==> src/rtl/uart_rx_fifo_monitor.sv <==
// uart_rx_fifo_monitor
//   UART receiver with programmable bit period, data bits, parity and stop
//   bits, followed by a first-word-fall-through receive FIFO with registered
//   head outputs for a valid/ready consumer.
//
// Ports:
//   clock        system clock, rising edge
//   reset_n      asynchronous active-low reset
//   rxd          asynchronous serial input, idles high
//   m_data       character at the FIFO head
//   m_parity_err head entry had a parity mismatch
//   m_frame_err  head entry had a stop bit sampled as 0
//   m_break      head entry is a break condition
//   m_valid      FIFO head is valid
//   m_ready      consumer accepts the head entry
//   fifo_count   FIFO occupancy after the current edge
//   overrun      sticky: a character was dropped on a full FIFO
//   overrun_clr  synchronous clear for overrun
//   rx_busy      receiver FSM is not idle
module uart_rx_fifo_monitor #(
  parameter int CLKS_PER_BIT = 16,
  parameter int DATA_BITS    = 8,
  parameter int PARITY       = 0,
  parameter int STOP_BITS    = 1,
  parameter int FIFO_DEPTH   = 16
) (
  input  logic                        clock,
  input  logic                        reset_n,
  input  logic                        rxd,
  output logic [DATA_BITS-1:0]        m_data,
  output logic                        m_parity_err,
  output logic                        m_frame_err,
  output logic                        m_break,
  output logic                        m_valid,
  input  logic                        m_ready,
  output logic [$clog2(FIFO_DEPTH):0] fifo_count,
  output logic                        overrun,
  input  logic                        overrun_clr,
  output logic                        rx_busy
);

  localparam int CNT_W = $clog2(CLKS_PER_BIT);
  localparam int IDX_W = $clog2(DATA_BITS);
  localparam int AW    = $clog2(FIFO_DEPTH);
  localparam int CW    = AW + 1;
  localparam int EW    = DATA_BITS + 3;

  localparam logic [CNT_W-1:0] HALF_LOAD = CNT_W'(CLKS_PER_BIT / 2 - 1);
  localparam logic [CNT_W-1:0] FULL_LOAD = CNT_W'(CLKS_PER_BIT - 1);
  localparam logic [IDX_W-1:0] LAST_IDX  = IDX_W'(DATA_BITS - 1);
  localparam logic             LAST_STOP = (STOP_BITS == 2);

  typedef enum logic [2:0] {
    S_IDLE,
    S_START,
    S_DATA,
    S_PARITY,
    S_STOP,
    S_BRKWAIT
  } state_t;

  // ------------------------------------------------------------------
  // Input synchroniser and falling-edge detect (preset to line idle)
  // ------------------------------------------------------------------
  logic sync1, rxs, rxs_prev, fall;

  always_ff @(posedge clock or negedge reset_n) begin
    if (!reset_n) begin
      sync1    <= 1'b1;
      rxs      <= 1'b1;
      rxs_prev <= 1'b1;
    end else begin
      sync1    <= rxd;
      rxs      <= sync1;
      rxs_prev <= rxs;
    end
  end

  assign fall = rxs_prev & ~rxs;

  // ------------------------------------------------------------------
  // Receiver FSM
  // ------------------------------------------------------------------
  state_t               state, state_n;
  logic [CNT_W-1:0]     cnt, cnt_n;
  logic [IDX_W-1:0]     idx, idx_n;
  logic [DATA_BITS-1:0] shreg, shreg_n;
  logic                 par_bit, par_bit_n;
  logic                 perr, perr_n;
  logic                 ferr, ferr_n;
  logic                 stop_idx, stop_idx_n;
  logic                 push_req, push_n;
  logic [EW-1:0]        push_entry, entry_n;
  logic                 tick;

  always_ff @(posedge clock or negedge reset_n) begin
    if (!reset_n) begin
      state      <= S_IDLE;
      cnt        <= '0;
      idx        <= '0;
      shreg      <= '0;
      par_bit    <= 1'b0;
      perr       <= 1'b0;
      ferr       <= 1'b0;
      stop_idx   <= 1'b0;
      push_req   <= 1'b0;
      push_entry <= '0;
    end else begin
      state      <= state_n;
      cnt        <= cnt_n;
      idx        <= idx_n;
      shreg      <= shreg_n;
      par_bit    <= par_bit_n;
      perr       <= perr_n;
      ferr       <= ferr_n;
      stop_idx   <= stop_idx_n;
      push_req   <= push_n;
      push_entry <= entry_n;
    end
  end

  always_comb begin
    state_n    = state;
    cnt_n      = cnt;
    idx_n      = idx;
    shreg_n    = shreg;
    par_bit_n  = par_bit;
    perr_n     = perr;
    ferr_n     = ferr;
    stop_idx_n = stop_idx;
    push_n     = 1'b0;
    entry_n    = push_entry;
    tick       = (cnt == '0);

    case (state)
      S_IDLE: begin
        if (fall) begin
          state_n    = S_START;
          cnt_n      = HALF_LOAD;
          idx_n      = '0;
          stop_idx_n = 1'b0;
          par_bit_n  = 1'b0;
          perr_n     = 1'b0;
          ferr_n     = 1'b0;
        end
      end

      S_START: begin
        if (!tick) begin
          cnt_n = cnt - 1'b1;
        end else if (rxs) begin
          state_n = S_IDLE;
        end else begin
          cnt_n   = FULL_LOAD;
          state_n = S_DATA;
        end
      end

      S_DATA: begin
        if (!tick) begin
          cnt_n = cnt - 1'b1;
        end else begin
          shreg_n = {rxs, shreg[DATA_BITS-1:1]};
          cnt_n   = FULL_LOAD;
          if (idx == LAST_IDX) begin
            state_n = (PARITY != 0) ? S_PARITY : S_STOP;
          end else begin
            idx_n = idx + 1'b1;
          end
        end
      end

      S_PARITY: begin
        if (!tick) begin
          cnt_n = cnt - 1'b1;
        end else begin
          par_bit_n = rxs;
          perr_n    = (PARITY == 1) ? ~(^shreg ^ rxs) : (^shreg ^ rxs);
          cnt_n     = FULL_LOAD;
          state_n   = S_STOP;
        end
      end

      S_STOP: begin
        if (!tick) begin
          cnt_n = cnt - 1'b1;
        end else if (!stop_idx && !rxs && (shreg == '0) &&
                     ((PARITY == 0) || !par_bit)) begin
          // All-zero character running into a low first stop bit: break.
          push_n  = 1'b1;
          entry_n = {1'b1, 1'b1, perr, shreg};
          state_n = S_BRKWAIT;
        end else if (stop_idx == LAST_STOP) begin
          // Push lands on the next edge, mid-stop-bit, so a following start
          // bit is caught from IDLE.
          push_n  = 1'b1;
          entry_n = {1'b0, ferr | ~rxs, perr, shreg};
          state_n = S_IDLE;
        end else begin
          ferr_n     = ferr | ~rxs;
          stop_idx_n = 1'b1;
          cnt_n      = FULL_LOAD;
        end
      end

      S_BRKWAIT: begin
        if (rxs) state_n = S_IDLE;
      end

      default: state_n = S_IDLE;
    endcase
  end

  assign rx_busy = (state != S_IDLE);

  // ------------------------------------------------------------------
  // Receive FIFO
  // ------------------------------------------------------------------
  logic [EW-1:0] mem [FIFO_DEPTH];
  logic [AW-1:0] wr_ptr, rd_ptr, rd_next;
  logic [CW-1:0] count_after_pop;
  logic [EW-1:0] head;
  logic          pop, full, push_ok;

  assign pop             = m_valid & m_ready;
  assign full            = (fifo_count == CW'(FIFO_DEPTH));
  // A pop in the same cycle frees the slot, so a full FIFO still accepts.
  assign push_ok         = push_req & (~full | pop);
  assign rd_next         = rd_ptr + AW'(pop);
  assign count_after_pop = fifo_count - CW'(pop);
  assign head            = mem[rd_next];

  always_ff @(posedge clock) begin
    if (push_ok) mem[wr_ptr] <= push_entry;
  end

  // The head register is loaded only from entries already stored before
  // this edge, which gives the one-clock push-to-m_valid delay and lets a
  // pop present the following entry on the next cycle.
  always_ff @(posedge clock or negedge reset_n) begin
    if (!reset_n) begin
      wr_ptr       <= '0;
      rd_ptr       <= '0;
      fifo_count   <= '0;
      m_valid      <= 1'b0;
      m_data       <= '0;
      m_parity_err <= 1'b0;
      m_frame_err  <= 1'b0;
      m_break      <= 1'b0;
      overrun      <= 1'b0;
    end else begin
      if (push_ok) wr_ptr <= wr_ptr + 1'b1;
      rd_ptr     <= rd_next;
      fifo_count <= count_after_pop + CW'(push_ok);
      m_valid    <= (count_after_pop != '0);
      if (count_after_pop != '0) begin
        {m_break, m_frame_err, m_parity_err, m_data} <= head;
      end else begin
        {m_break, m_frame_err, m_parity_err, m_data} <= '0;
      end
      if (push_req && !push_ok) begin
        overrun <= 1'b1;
      end else if (overrun_clr) begin
        overrun <= 1'b0;
      end
    end
  end

endmodule

==> config.mk <==
export PLATFORM = sky130hd
export DESIGN_NAME = uart_rx_fifo_monitor
export DESIGN_NICKNAME = d
export VERILOG_FILES = /design/src/rtl/uart_rx_fifo_monitor.sv
export SDC_FILE = /design/constraint.sdc
export NUM_CORES = 1
export LEC_CHECK = 0
export BUFFER_PORTS_ARGS = -buffer_cell sky130_fd_sc_hd__buf_2
export CORE_MARGIN = 2
export CORE_UTILIZATION = 30
export CTS_CLUSTER_DIAMETER = 80
export DETAILED_ROUTE_END_ITERATION = 16
export GPL_TIMING_DRIVEN = 0
export HOLD_SLACK_MARGIN = 0.05
export PLACE_DENSITY = 0.5
export SETUP_SLACK_MARGIN = 0.5
export SLEW_MARGIN = 20
export SYNTH_ARGS = -nofsm -noshare
export SYNTH_HDL_FRONTEND = slang
export SYNTH_SLANG_ARGS = --single-unit
==> constraint.sdc <==
create_clock -name clock -period 2.9 [get_ports clock]
set_input_delay 0 -clock clock [delete_from_list [all_inputs] [get_ports clock]]
set_output_delay 0 -clock clock [all_outputs]
set_load 0.1 [all_outputs]
==> results of run 1 <==
## critical path, stage by stage, from the launching register on
cell	delay [ns]
dfrtp_2	0.43
nor4_2	0.07
a31oi_2	0.42
nand3_1	0.24
nor2_1	0.87
## cells in the mapped netlist, types with 4 or more instances
master / count / area, µm²
and3_1: 4 / 25.0
buf_2: 9 / 45.0
buf_4: 4 / 30.0
clkbuf_1: 14 / 52.6
dfrtp_1: 58 / 1450
edfxtp_1: 176 / 5290
ha_1: 17 / 213
inv_1: 29 / 109
mux2i_1: 22 / 220
mux4_2: 44 / 991
nand2_1: 18 / 67.6
nand3_1: 6 / 30.0
nand3b_1: 4 / 30.0
nand4b_1: 4 / 35.0
nor2_1: 13 / 48.8
nor3_1: 6 / 30.0
nor3b_1: 8 / 60.1
o21ai_0: 42 / 210
o22ai_1: 11 / 68.8
o311ai_0: 4 / 35.0
xnor2_1: 8 / 70.1
xor2_1: 6 / 52.6
## metrics by stage
stage | cells | setup WS [ns] | total power [mW] | hold slack [ns]
floorplan | 554 | 0.533 | 6.58 | -0.296
finish | 1046 | 0.453 | 11.3 | 0.116
CTS | 1038 | 0.393 | 11.2 | 0.0901
global placement | 979 | -0.0359 | 7.33 | 0.105
detailed placement | 980 | -0.113 | 7.39 | -0.0902
global route | 1046 | 0.259 | 11.9 | 0.108
## area by class of cell
class / count / area (µm²) / share of cell area, %
repair buffers: 42 / 365 / 3.13
clock buffers: 30 / 676 / 5.79
clock inverters: 18 / 201 / 1.73
flip-flops and latches: 237 / 6830 / 58.5
inverters: 29 / 109 / 0.932
multi-input cells: 260 / 2710 / 23.2
well taps: 402 / 503 / 4.31
plain buffers: 28 / 289 / 2.48
## power by group
part / leakage, nW / switching, mW / internal [mW]
clock: 0.431 / 1.32 / 2.03
combinational: 1.31 / 2.41 / 1.61
sequential: 2.40 / 0.152 / 3.81
total: 4.14 / 3.88 / 7.46
## layer usage
metal / global-route usage, % / part of all wire (%)
met5: 0 / 0
met4: 2.71 / 1.8
met3: 2.06 / 3.9
met2: 20.9 / 49
met1: 16.6 / 45
## repair_timing
item / CTS / global route
gates cloned: 0 / 1
setup buffers: 3 / 7
hold endpoints to repair: 65 / 0
hold buffers: 7 / 0
gates resized for setup: 47 / 15
pin swaps: 1 / 4
setup endpoints to repair: 155 / 111
## logic make-up after synthesis
group / count (synthesis) / share of synthesized area, %
AOI/OAI and AO/OA: 76 / 4.85
xor gates and xnor gates: 14 / 1.28
adders and majority gates: 17 / 2.22
buffers and inverters: 57 / 2.52
DFF: 237 / 71.2
muxes: 69 / 13.0
and+or+nand+nor: 84 / 4.94
## how the worst max path moves through the flow
stage,startpoint,endpoint,slack (ns),cells after the start
6_report,fifo_count[2],mem[12][1],0.45,4
5_1_grt,fifo_count[2],mem[15][0],0.26,4
4_1_cts,fifo_count[2],mem[12][1],0.39,4
3_5_place_dp,m_valid,m_data[1],-0.11,9
3_3_place_gp,m_valid,m_data[1],-0.04,9
2_1_floorplan,fifo_count[3],mem[1][0],0.53,4
## registers in the layout, indices dropped and copies added (netlist names), 3 cells and up
| name | count |
|---|---|
| mem | 176 |
| push_entry | 11 |
| m_data | 8 |
| shreg | 8 |
| fifo_count | 5 |
| cnt | 4 |
| rd_ptr | 4 |
| wr_ptr | 4 |
| idx | 3 |
| state | 3 |
==> reports/results.ini, run 1 <==
[global_routing]
grt_max_degree = 48
grt_remaining_overflow = 0
grt_usage_pct = 12.3
antenna_found_initial = 0
grt_pass1_vias = 5250
grt_pass1_wl_mm = 31.5

[worst_setup_path]
end_kind = register
critPathMaxFanout = 11
path_class = register to register
regToRegStartpoint = fifo_count[2]
rr_endpoint = mem[12][1]
cp_data_arrival_time_ns = 2.58
startpoint_type = register
r2r.worst_path.cells = 4
critPathRequiredTime_ns = 3.03
rrSetupSlack_ns = 0.45

[synth]
syn_area_mm2 = 0.00958
synth_area_per_cell_um2 = 17.3
synth_edf_count = 176
synth.distinct_cells = 52
ys_ff_latch = 237
ys_seq_area_share_pct = 71.2
ys.warnings.count = 0
synthesis.nets = 576
ys.flop_type = edfxtp_1
async_flop_share_pct = 25.7
syn-instance-count = 554

[placed_design]
port_buffers = 23
gp_congestion = 0.766
placed_area_mm2 = 0.0103
dpl.hpwl_mm = 12.8

[final_layout]
final_cell_area_mm2 = 0.0117
drive_gt1_share_pct = 28.0
n_fill_cell = 2869
num_antenna_cells = 0
final_cell_mix = 176 x edfxtp_1, 52 x dfrtp_1, 44 x mux4_2, 41 x o21ai_0, 29 x inv_1
syn_to_final_growth_pct = 21.9
utilization_pct = 37.1
final_common_cell = edfxtp_1
layout.nets = 646

[pwr]
p_leak_nw = 4.14
power_density_mw_per_mm2 = 971
ir_worst_vdd_uv = 437

[cts]
cts_made_buffers = 26
cts_root_buffer = clkbuf_16
cts_tree = yes
ctsHtreeMaxLevel = 1
clk_latency_ns = 0.53
cts_sinks = 237
ctsLongestPathBuffers = 3
clk_pin_slew_ns = 0.06

[floorplanning]
dieArea_mm2 = 0.0334
ios = 24
die_h_um = 183
core.rowCount = 65
design.core.area_mm2 = 0.0315
start_util_pct = 30.4
die_x_um = 183

[drt]
first_pass_iters = 4
viasPerCell = 4.84
routed_wl_mm = 19.9
wl_per_cell_um = 19.0
final_antenna_net_count = 0
drc_errors = 0
via_count = 5067
drtIter0Drc = 402

[timing]
fin_crit_sh_pct = 84.4
setup_viol = 0
worst_slew_pin_slew_ns = 1.09
grt_setup_unrepaired = yes
hold_viol = 0
skew_ns = 0.0169
setup_tns_ns = 0
max-slew-margin-rel_pct = 27.2
slew_viol_final = 0
fmax_ghz = 0.409
period_minus_slack_ns = 2.45

[hold_path]
min_to = sync1
min_from = rxd
holdPathStages = 2
worstHoldPathType = primary input to register

[flow_run]
cap_violations = 0

[status]
status = finished, final reports clean

Power figures use the tool's default switching activity.
==> inputs of run 2 (changes only) <==
==> constraint.sdc (replaced) <==
create_clock -name clock -period 2.4 [get_ports clock]
set_input_delay 0 -clock clock [delete_from_list [all_inputs] [get_ports clock]]
set_output_delay 0 -clock clock [all_outputs]
set_load 0.1 [all_outputs]
==> reports/results.ini, run 2 (synthesized netlist as in run 1, its figures left out) <==
[final_layout]
largest_reg_flops = 176  ; unchanged
final_common_cell = edfxtp_1
stdcell_count = 1070  ; +2.3%
top_register = mem
reg_top3 = mem x176, push_entry x11
drive_gt1_share_pct = 33.8  ; +5.9 points
layout.nets = 674  ; +4.3%
syn_to_final_growth_pct = 28.6
final_cell_mix = 176 x edfxtp_1, 52 x dfrtp_1, 44 x mux4_2, 41 x o21ai_0, 32 x clkbuf_16
utilization_pct = 39.1  ; +2.0 points
num_antenna_cells = 0  ; unchanged

[pwr]
power_density_mw_per_mm2 = 1130  ; +16%
p_int_mw = 9.03  ; +21%
power.switching_mw = 4.87  ; +26%
clockPowerShare_pct = 26.1  ; -3.4 points
p_leak_nw = 4.23  ; +2.2%
pwr-share-comb_pct = 39.1  ; +3.6 points
sw_frac_of_total_pct = 35.1  ; +0.80 points
ir_worst_vdd_uv = 569  ; +30%
p_seq_share_pct = 34.9  ; about the same

[cts]
ctsLongestPathBuffers = 3  ; unchanged
cts_root_buffer = clkbuf_16
clk_latency_ns = 0.53  ; about the same
ctsHtreeMaxLevel = 1  ; unchanged
cts_sinks = 237  ; unchanged
clk_pin_slew_ns = 0.06  ; about the same
cts_tree = yes
cts_made_buffers = 26  ; unchanged

[timing]
max-slew-margin-rel_pct = 47.4  ; +20 points
setup_ws_ns = 0.140  ; -0.313 ns
setup_viol = 0  ; unchanged
period_minus_slack_ns = 2.26  ; -0.187 ns
grt_setup_unrepaired = yes
setup_tns_ns = 0  ; unchanged
fmax_ghz = 0.443  ; +8.3%
hold_ws_ns = 0.127  ; +0.0106 ns
slew_viol_final = 0  ; unchanged
hold_viol = 0  ; unchanged
skew_ns = 0.0168  ; -0.0000219 ns
worst_slew_pin_slew_ns = 0.789  ; -0.299 ns
fin_crit_sh_pct = 94.2  ; +9.8 points

[floorplanning]
die_x_um = 183  ; unchanged
die_h_um = 183  ; unchanged
dieArea_mm2 = 0.0334  ; unchanged
ios = 24  ; unchanged
start_util_pct = 30.4  ; unchanged
core.rowCount = 65  ; unchanged
design.core.area_mm2 = 0.0315  ; unchanged

[worst_setup_path]
startpoint_type = register
cpMostUsedCell = buf_12
critPathMaxFanout = 6  ; -5
crit_path_top_delay_cell = mux4_2
cp_data_arrival_time_ns = 2.66  ; +0.08 ns
end_kind = register
max_stage_delay_ns = 0.53  ; -0.34 ns
path_class = register to register
cp_top_family = multiplexers
critPathRequiredTime_ns = 2.80  ; -0.23 ns
rrSetupSlack_ns = 0.14  ; -0.31 ns
crit_chain = nand2_4, inv_4, ha_4, buf_12, buf_12, buf_4, mux4_2, mux2i_4, o22ai_1
crit_buf_inv = 4  ; +4

[placed_design]
pre_cts_ws_ns = -0.246  ; -0.133 ns
dp.cells = 980  ; unchanged
gp_congestion = 0.835  ; +9.0%
dpl.hpwl_mm = 13.8  ; +7.4%
port_buffers = 23  ; unchanged

[drt]
first_pass_iters = 5  ; +1
via_count = 5297  ; +4.5%
final_antenna_net_count = 0  ; unchanged
routed_wl_mm = 22.7  ; +14%
wl_per_cell_um = 21.2  ; +12%
viasPerCell = 4.95  ; +2.2%
drtIter0Drc = 378  ; -6.0%
drc_errors = 0  ; unchanged

[global_routing]
grt_pass1_vias = 5504  ; +4.8%
grt_usage_pct = 13.4  ; +1.1 points
grt_pass1_wl_mm = 33.3  ; +5.7%
grt_remaining_overflow = 0  ; unchanged
antenna_found_initial = 0  ; unchanged
grt_max_degree = 51  ; +6.3%

[hold_path]
worstHoldPathType = primary input to register

[status]
status = finished, final reports clean

[flow_run]
cap_violations = 0  ; unchanged

run 2: cell count changes in the layout (fill, tap and decap cells not counted), sizes merged:
cell,before,now
bufinv,4,1
clkinv,12,9
and3,4,8
inv,30,29
clkbuf,41,51
buf,52,69
run 2: final cells by class:
class                   instances  area (µm²)
well taps                     402         503
inverters                      29         111
multi-input cells             264        3020
clock inverters                11        92.6
repair buffers                 66         747
clock buffers                  33         677
flip-flops and latches        237        6840
plain buffers                  28         328
fillers                      2809       19200
run 2: final timing paths:
check,endpoint,from,cells past startpoint
max in group asynchronous,m_data[5],reset_n,4
hold / removal,sync1,rxd,2
setup reg to reg,m_data[7],m_valid,9
hold reg to reg,rxs,sync1,0
setup / recovery,m_data[7],m_valid,9
min in group asynchronous,rd_ptr[1],reset_n,4
run 2: what timing repair did:
item / 4_1_cts / 5_1_grt
hold buffers: 7 / 0
gates cloned: 4 / 4
pin swaps: 10 / 10
setup buffers: 20 / 11
setup endpoints to repair: 205 / 210
gates resized for setup: 39 / 27
hold endpoints to repair: 65 / 0
run 2: stage by stage:
| step | power [mW] | area (µm²) |
|---|---|---|
| floorplan | 8.44 | 9960 |
| global placement | 9.40 | 10600 |
| detailed placement | 9.47 | 10600 |
| CTS | 13.7 | 12000 |
| global route | 14.5 | 12300 |
| finish | 13.9 | 12300 |
run 2: routing by layer:
layer  part of all wire, %  vias up  track usage [%]
li1                      -     2373                -
met1                    44     2773             17.2
met2                    50      115             23.8
met3                   3.3       36             2.04
met4                   2.3        0             3.68
met5                     0        -                0
run 2: power by group through the flow:
| stage | Sequential, mW | Combinational, mW | Clock, mW |
|---|---|---|---|
| 2_1_floorplan | 5.80 | 2.64 | 0 |
| 3_3_place_gp | 4.90 | 4.50 | 0 |
| 3_5_place_dp | 4.92 | 4.55 | 0 |
| 4_1_cts | 4.84 | 5.10 | 3.73 |
| 5_1_grt | 4.88 | 5.74 | 3.89 |
| 6_report | 4.85 | 5.43 | 3.62 |
==> inputs of run 3 (changes only) <==
--- a/config.mk
+++ b/config.mk
@@ -7,12 +7,12 @@
 export LEC_CHECK = 0
 export BUFFER_PORTS_ARGS = -buffer_cell sky130_fd_sc_hd__buf_2
 export CORE_MARGIN = 2
-export CORE_UTILIZATION = 30
+export CORE_UTILIZATION = 60
 export CTS_CLUSTER_DIAMETER = 80
 export DETAILED_ROUTE_END_ITERATION = 16
 export GPL_TIMING_DRIVEN = 0
 export HOLD_SLACK_MARGIN = 0.05
-export PLACE_DENSITY = 0.5
+export PLACE_DENSITY = 0.83
 export SETUP_SLACK_MARGIN = 0.5
 export SLEW_MARGIN = 20
 export SYNTH_ARGS = -nofsm -noshare
==> constraint.sdc (replaced) <==
create_clock -name clock -period 2.7 [get_ports clock]
set_input_delay 0 -clock clock [delete_from_list [all_inputs] [get_ports clock]]
set_output_delay 0 -clock clock [all_outputs]
set_load 0.1 [all_outputs]
==> reports/results.ini, run 3 (synthesized netlist as in run 1, its figures left out) <==
[status]
status = finished, final reports clean

[timing]
slew_viol_final = 0  ; unchanged
max-slew-margin-rel_pct = 53.6  ; +6.2 points
skew_ns = 0.0130  ; -0.00381 ns
setup_tns_ns = 0  ; unchanged
worst_slew_pin_slew_ns = 0.695  ; -0.0945 ns
grt_setup_unrepaired = yes
hold_viol = 0  ; unchanged
period_minus_slack_ns = 2.31  ; +0.0507 ns
setup_viol = 0  ; unchanged
fin_crit_sh_pct = 85.6  ; -8.6 points
fmax_ghz = 0.433  ; -2.2%

[cts]
cts_made_buffers = 23  ; -12%
ctsHtreeMaxLevel = 1  ; unchanged
ctsLongestPathBuffers = 3  ; unchanged
cts_tree = yes
clk_latency_ns = 0.51  ; -0.02 ns
cts_sinks = 237  ; unchanged
clk_pin_slew_ns = 0.06  ; about the same
cts_root_buffer = clkbuf_16

[floorplanning]
die_h_um = 130  ; -29%
design.core.area_mm2 = 0.0158  ; -50%
ios = 24  ; unchanged
dieArea_mm2 = 0.0170  ; -49%
core.rowCount = 46  ; -29%
die_x_um = 130  ; -29%
start_util_pct = 60.7  ; +30 points

[worst_setup_path]
startpoint_type = register
crit_path_top_delay_cell = mux4_2
max_stage_delay_ns = 0.51  ; -0.02 ns
cp_top_family = multiplexers
end_kind = register
path_class = register to register
cp_data_arrival_time_ns = 2.69  ; +0.03 ns
crit_chain = nand2_4, inv_4, ha_4, buf_12, buf_12, buf_16, buf_6, mux4_2, mux2i_1, o22ai_1
crit_buf_inv = 5  ; +1
critPathMaxFanout = 5  ; -1
critPathRequiredTime_ns = 3.08  ; +0.28 ns
cpMostUsedCell = buf_12

[final_layout]
layout.nets = 662  ; -1.8%
top_register = mem
final_cell_area_mm2 = 0.0118  ; -4.2%
stdcell_count = 873  ; -18%
multi_input_area_mm2 = 0.00283  ; -6.4%
reg_top3 = mem x176, push_entry x11
drive_gt1_share_pct = 32.6  ; -1.3 points
syn_to_final_growth_pct = 23.2
register_area_mm2 = 0.00684  ; unchanged
final_common_cell = edfxtp_1
final_cell_mix = 176 x edfxtp_1, 52 x dfrtp_1, 44 x mux4_2, 41 x o21ai_0
num_antenna_cells = 0  ; unchanged
largest_reg_flops = 176  ; unchanged
n_fill_cell = 884  ; -69%

[pwr]
p_int_mw = 8.24  ; -8.8%
ir_worst_vdd_uv = 648  ; +14%
power_density_mw_per_mm2 = 1080  ; -4.7%
sw_frac_of_total_pct = 35.1  ; +0.070 points
clockPowerShare_pct = 24.4  ; -1.7 points
power.switching_mw = 4.46  ; -8.5%
power_mw = 12.7  ; -8.7%
pwr-share-comb_pct = 41.7  ; +2.6 points
p_leak_nw = 4.23  ; about the same
p_seq_share_pct = 33.9  ; -1.0 points

[global_routing]
grt_max_degree = 49  ; -3.9%
grt_pass1_wl_mm = 32.5  ; -2.6%
antenna_found_initial = 0  ; unchanged
grt_pass1_vias = 5563  ; +1.1%
grt_usage_pct = 26.3  ; +13 points
grt_remaining_overflow = 0  ; unchanged

[placed_design]
dp.cells = 794  ; -19%
gp_congestion = 0.886  ; +6.1%
port_buffers = 23  ; unchanged
dpl.hpwl_mm = 12.0  ; -13%
placed_area_mm2 = 0.0102  ; -3.5%

[hold_path]
worstHoldPathType = primary input to register

[drt]
drc_errors = 0  ; unchanged
viasPerCell = 6.36  ; +28%
via_count = 5549  ; +4.8%
routed_wl_mm = 22.0  ; -3.3%
drtIter0Drc = 554  ; +47%
wl_per_cell_um = 25.2  ; +19%
final_antenna_net_count = 0  ; unchanged
first_pass_iters = 5  ; unchanged

[flow_run]
cap_violations = 0  ; unchanged

[run 3: per-stage QoR]
step / hold WS, ns / setup WS, ns / util, %
finish: 0.129 / 0.389 / 74.8
global route: 0.130 / 0.312 / 74.8
CTS: 0.120 / 0.360 / 73.4
detailed placement: -0.119 / 0.171 / 64.9
global placement: 0.105 / 0.250 / 64.7
floorplan: -0.296 / 0.492 / -
[run 3: cell type report]
| cell class | count | area share, % |
|---|---|---|
| repair buffers | 61 | 5.98 |
| well taps | 216 | 2.29 |
| clock buffers | 30 | 5.62 |
| plain buffers | 28 | 2.69 |
| multi-input cells | 260 | 24.0 |
| clock inverters | 12 | 0.583 |
| flip-flops and latches | 237 | 57.9 |
| inverters | 29 | 0.944 |
[run 3: final timing paths]
check / startpoint / to / slack (ns) / depth (start not counted)
worst min register to register: sync1 / rxs / 0.36 / 0
worst min-delay path: rxd / sync1 / 0.13 / 2
worst max register to register: m_valid / m_data[2] / 0.39 / 10
max in group asynchronous: reset_n / m_data[5] / 1.05 / 4
worst max-delay path: m_valid / m_data[2] / 0.39 / 10
min in group asynchronous: reset_n / shreg[4] / 0.56 / 4
[run 3: what timing repair did]
item,4_1_cts,5_1_grt
setup buffers,15,7
gates resized for setup,42,21
hold buffers,7,0
hold endpoints to repair,69,0
endpoints found under the setup margin,175,111
cloned,8,0
pin swaps,9,13
[run 3: per-layer routing]
metal / global-route usage, % / vias up / wire, µm
met5: 0 / - / 0
met4: 6.76 / 0 / 568
met3: 4.31 / 52 / 1590
met2: 46.4 / 293 / 11400
met1: 34.6 / 2871 / 8420
li1: - / 2333 / -
[run 3: power by group through the flow]
stage               logic, mW  clock network [mW]  registers (mW)
floorplan                2.23                   0            5.15
global placement         3.71                   0            4.34
detailed placement       3.83                   0            4.36
CTS                      5.13                3.09            4.29
global route             5.51                3.25            4.33
finish                   5.30                3.09            4.31
